File: src/rtl/serial_adder_sequencer.sv
// Nibble-serial adder: one 4-bit adder reused over NIBBLES cycles, LSB nibble first.
// sum/carry_out are registered and change only on entry to FINISH.
//
// state  | meaning
// IDLE   | waiting for start; operands captured when start is seen
// ADD    | one nibble per cycle through the shared adder, NIBBLES cycles
// FINISH | done pulse; final sum/carry_out already presented
module serial_adder_sequencer #(
    parameter int NIBBLES = 4
) (
    input  logic                   clock,
    input  logic                   reset,
    input  logic                   start,
    input  logic [4*NIBBLES-1:0]   alpha,
    input  logic [4*NIBBLES-1:0]   beta,
    input  logic                   carry_in,
    output logic                   busy,
    output logic                   done,
    output logic [4*NIBBLES-1:0]   sum,
    output logic                   carry_out
);

    localparam int W  = 4 * NIBBLES;
    localparam int IW = $clog2(NIBBLES);
    localparam logic [IW-1:0] LAST = IW'(NIBBLES - 1);

    typedef enum logic [1:0] {
        IDLE,
        ADD,
        FINISH
    } state_t;

    state_t          state;
    logic [IW-1:0]   index;
    logic            carry_q;
    logic [W-1:0]    a_sh;
    logic [W-1:0]    b_sh;
    logic [W-1:0]    res_sh;
    logic [4:0]      nib;

    assign nib = {1'b0, a_sh[3:0]} + {1'b0, b_sh[3:0]} + {4'd0, carry_q};

    always_ff @(posedge clock or posedge reset) begin
        if (reset) begin
            state     <= IDLE;
            index     <= '0;
            carry_q   <= 1'b0;
            a_sh      <= '0;
            b_sh      <= '0;
            res_sh    <= '0;
            busy      <= 1'b0;
            done      <= 1'b0;
            sum       <= '0;
            carry_out <= 1'b0;
        end else begin
            case (state)
                IDLE: begin
                    done <= 1'b0;
                    if (start) begin
                        a_sh    <= alpha;
                        b_sh    <= beta;
                        carry_q <= carry_in;
                        index   <= '0;
                        busy    <= 1'b1;
                        state   <= ADD;
                    end
                end
                ADD: begin
                    // result nibbles enter from the top so nibble 0 ends at bit 0
                    a_sh    <= a_sh >> 4;
                    b_sh    <= b_sh >> 4;
                    res_sh  <= {nib[3:0], res_sh[W-1:4]};
                    carry_q <= nib[4];
                    index   <= index + 1'b1;
                    if (index == LAST) begin
                        sum       <= {nib[3:0], res_sh[W-1:4]};
                        carry_out <= nib[4];
                        done      <= 1'b1;
                        state     <= FINISH;
                    end
                end
                FINISH: begin
                    done  <= 1'b0;
                    busy  <= 1'b0;
                    state <= IDLE;
                end
                default: begin
                    done  <= 1'b0;
                    busy  <= 1'b0;
                    state <= IDLE;
                end
            endcase
        end
    end

endmodule
File: config.mk
export PLATFORM = sky130hd
export DESIGN_NAME = serial_adder_sequencer
export DESIGN_NICKNAME = d
export VERILOG_FILES = /design/src/rtl/serial_adder_sequencer.sv
export SDC_FILE = /design/constraint.sdc
export NUM_CORES = 1
export LEC_CHECK = 0
export CAP_MARGIN = 20
export CORE_MARGIN = 2
export CORE_UTILIZATION = 45
export DETAILED_ROUTE_END_ITERATION = 10
export GPL_TIMING_DRIVEN = 0
export PLACE_DENSITY = 0.68
export RECOVER_POWER = 25
export SKIP_LAST_GASP = 1
export SLEW_MARGIN = 20
export SYNTH_ARGS = -nofsm -noshare
export SYNTH_HDL_FRONTEND = slang
export SYNTH_SLANG_ARGS = --single-unit
File: constraint.sdc
create_clock -name clock -period 7.1 [get_ports clock]
set_clock_uncertainty 0.1 [all_clocks]
set_input_delay 1.42 -clock clock [delete_from_list [all_inputs] [get_ports clock]]
set_output_delay 1.42 -clock clock [all_outputs]
set_load 0.005 [all_outputs]
==> out/metrics.csv <==
metric;value;unit
yosysSeqAreaShare;58.4;%
slew_viol_final;0;
finalHoldViolations;0;
synthDistinctLibCells;25;
power;1.66;mW
antenna-diode-count;0;
port_buffers;54;
post_synth_main_area_contributors;dfrtp_1 (58%), mux2i_1 (8.9%), nand2_1 (7.6%);
cts_tree;done;
holdBufCountCts;0;
ios;55;
drtAntennaViolNets;0;
area.growth.synth_to_final;28.7;%
row_count;29;
grt_use_total;17.2;%
die_h;84.5;µm
synth_top_area_share;58.4;%
fp.coreArea;0.00631;mm²
insertion_delay;330;ps
r2r_slack;4770;ps
cp-start-kind;primary input;
path_cells;dlygate4sd3_1, clkinvlp_2, buf_12;
drt_iter0_markers;58;
dpl.hpwl;4020;µm
dieArea;0.00714;mm²
viasPerCell;5.02;
grt_max_degree;37;
fillers;546;
cts_sinks;68;
cts_buffers;9;
post_cts_buffers;0;
hold_path_class;reg2reg;
instances_no_fill;403;
dp.cells;387;
violations;capacitance limit;
path_clk_slew;70;ps
drc_errors;0;
period_share;38.4;%
final_net_count;363;
status;finished, violations left;
worstPathMaxFanout;36;
cts_root_buf;clkbuf_8;
cts_resized;0;
critPathSlowestCell;clkinvlp_2;
place_area;0.00357;mm²
clock_path_buffers;2;
num_vias;2022;
fin_area;0.00375;mm²
tightest_slew;1470;ps
antenna_found_initial;0;
vdd.ir_drop.worst;0.000226;V
rr_startpoint;state[1];
crit_arrival;3150;ps
end_kind;async pin;
yosysWarnings;0;
fin_crit;2730;ps
final_layout_size_suffix_gt1_share;11.0;%
synthesis.nets;297;
critPathRequiredTime;7530;ps
hp-start;res_sh[4];
cpPeakStageDelay;860;ps
yosysTopAreaCell;dfrtp_1;
path_class;in2async;
place_congestion;0.799;
die_w;84.5;µm
maxCapViolCount;1;
wl_per_cell;13.8;µm
syn_area;0.00291;mm²
ys_seq_elements;68;
slew_headroom;1.19;%
fmax;367;MHz
rsz0062_at_grt;no;
cp-startpoint;reset;
power.density;443;mW/mm²
gr-total-overflow;0;
grt_pass1_vias;2102;
start_util;46.2;%
wirelength;5580;µm
grt_pass1_wl;9600;µm
drtPass1Iterations;4;
setup_viol;0;
leakage;1.76;nW
tns;0;ps
synth_cells;255;
syn_area_per_cell;11.4;µm²
htreeDepth;3;
[state kept, by name, indices dropped and copies added, names as in the netlist]
| register | flops |
|---|---|
| a_sh | 16 |
| b_sh | 16 |
| sum | 16 |
| res_sh | 12 |
| index | 2 |
| state | 2 |
| busy | 1 |
| carry_out | 1 |
| carry_q | 1 |
| done | 1 |
[where the power goes]
part	internal, mW	switching, mW
logic	0.347	0.331
registers	0.563	0.0995
clock network	0.180	0.141
[placed cells by master (no fill, tap or decap)]
cell and n:
a21o_1 1, clkbuf_8 11, buf_2 2, nand4_1 2, clkinv_2 2, o21bai_1 1, buf_12 1, nand2_1 59
a211o_1 2, clkinvlp_2 1, o21ai_1 9, nand3b_1 2, buf_4 3, o21ai_0 21, nand3_1 2, nand2b_1 3
mux2_2 13, ha_1 4, nor2b_1 2, a22o_1 9, clkinvlp_4 1, clkdlybuf4s50_1 53, inv_1 6, fa_1 2
dfrtp_1 68, dlygate4sd3_1 1, mux2i_1 26, bufinv_16 1, xnor2_1 1, nor2_1 3, clkbuf_1 9, a21oi_1 4
buf_6 1
[cell families (layout without fill, tap and decap cells)]
logic type / Yosys count / in the layout / share of synthesized area, %
AND/OR/NAND/NOR: 73 / 73 / 10.3
flip-flops: 68 / 68 / 58.4
AO/OA/AOI/OAI: 47 / 47 / 9.66
multiplexers: 39 / 39 / 14.0
buffers and inverters: 21 / 92 / 4.25
adder cells (fa/ha/maj): 6 / 6 / 3.09
XOR/XNOR: 1 / 1 / 0.301
[critical path, delay by kind of cell]
kind / cells / cell delay, ps
buffers and inverters: 3 / 1720
[path summary, 6_finish.rpt]
path                       cells past startpoint         to
setup / recovery                               3    b_sh[7]
hold / removal                                 2  res_sh[4]
setup reg to reg                               6  res_sh[7]
hold reg to reg                                2  res_sh[4]
max in group clock                             1    sum[15]
min in group asynchronous                      2     sum[5]
[per-stage QoR]
step	hold slack [ps]	setup slack (ps)	util (%)
after floorplan	340	3870	-
after global placement	356	2670	56.2
after detailed placement	362	4100	56.6
after CTS	378	4350	59.8
after global routing	402	4140	59.4
final	378	4370	59.4
[final cells by class]
class	count	area, µm²	share of cell area [%]
Sequential cell	68	1700	45.4
Inverter	7	27.5	0.734
Tap cell	77	96.3	2.57
Timing Repair Buffer	55	561	14.9
Clock inverter	4	47.5	1.27
Multi-Input combinational cell	166	1090	29.0
Clock buffer	12	155	4.14
Buffer	14	73.8	1.97
[cell usage after synthesis, drive strengths merged]
cell and count:
a211o 2, a21o 1, a21oi 4, a22o 9, buf 11, clkbuf 3, dfrtp 68, fa 2
ha 4, inv 7, mux2 13, mux2i 26, nand2 59, nand2b 3, nand3 2, nand3b 2
nand4 2, nor2 3, nor2b 2, o21ai 30, o21bai 1, xnor2 1
[layer usage]
layer / share of wire (%) / up-vias / global-route usage (%)
met5: 0 / - / 0
met2: 48 / 48 / 28.9
met4: 1.8 / 0 / 8.23
met3: 4.1 / 8 / 3.74
met1: 46 / 968 / 21.0
li1: - / 998 / -
(Power assumes the default switching activity.)
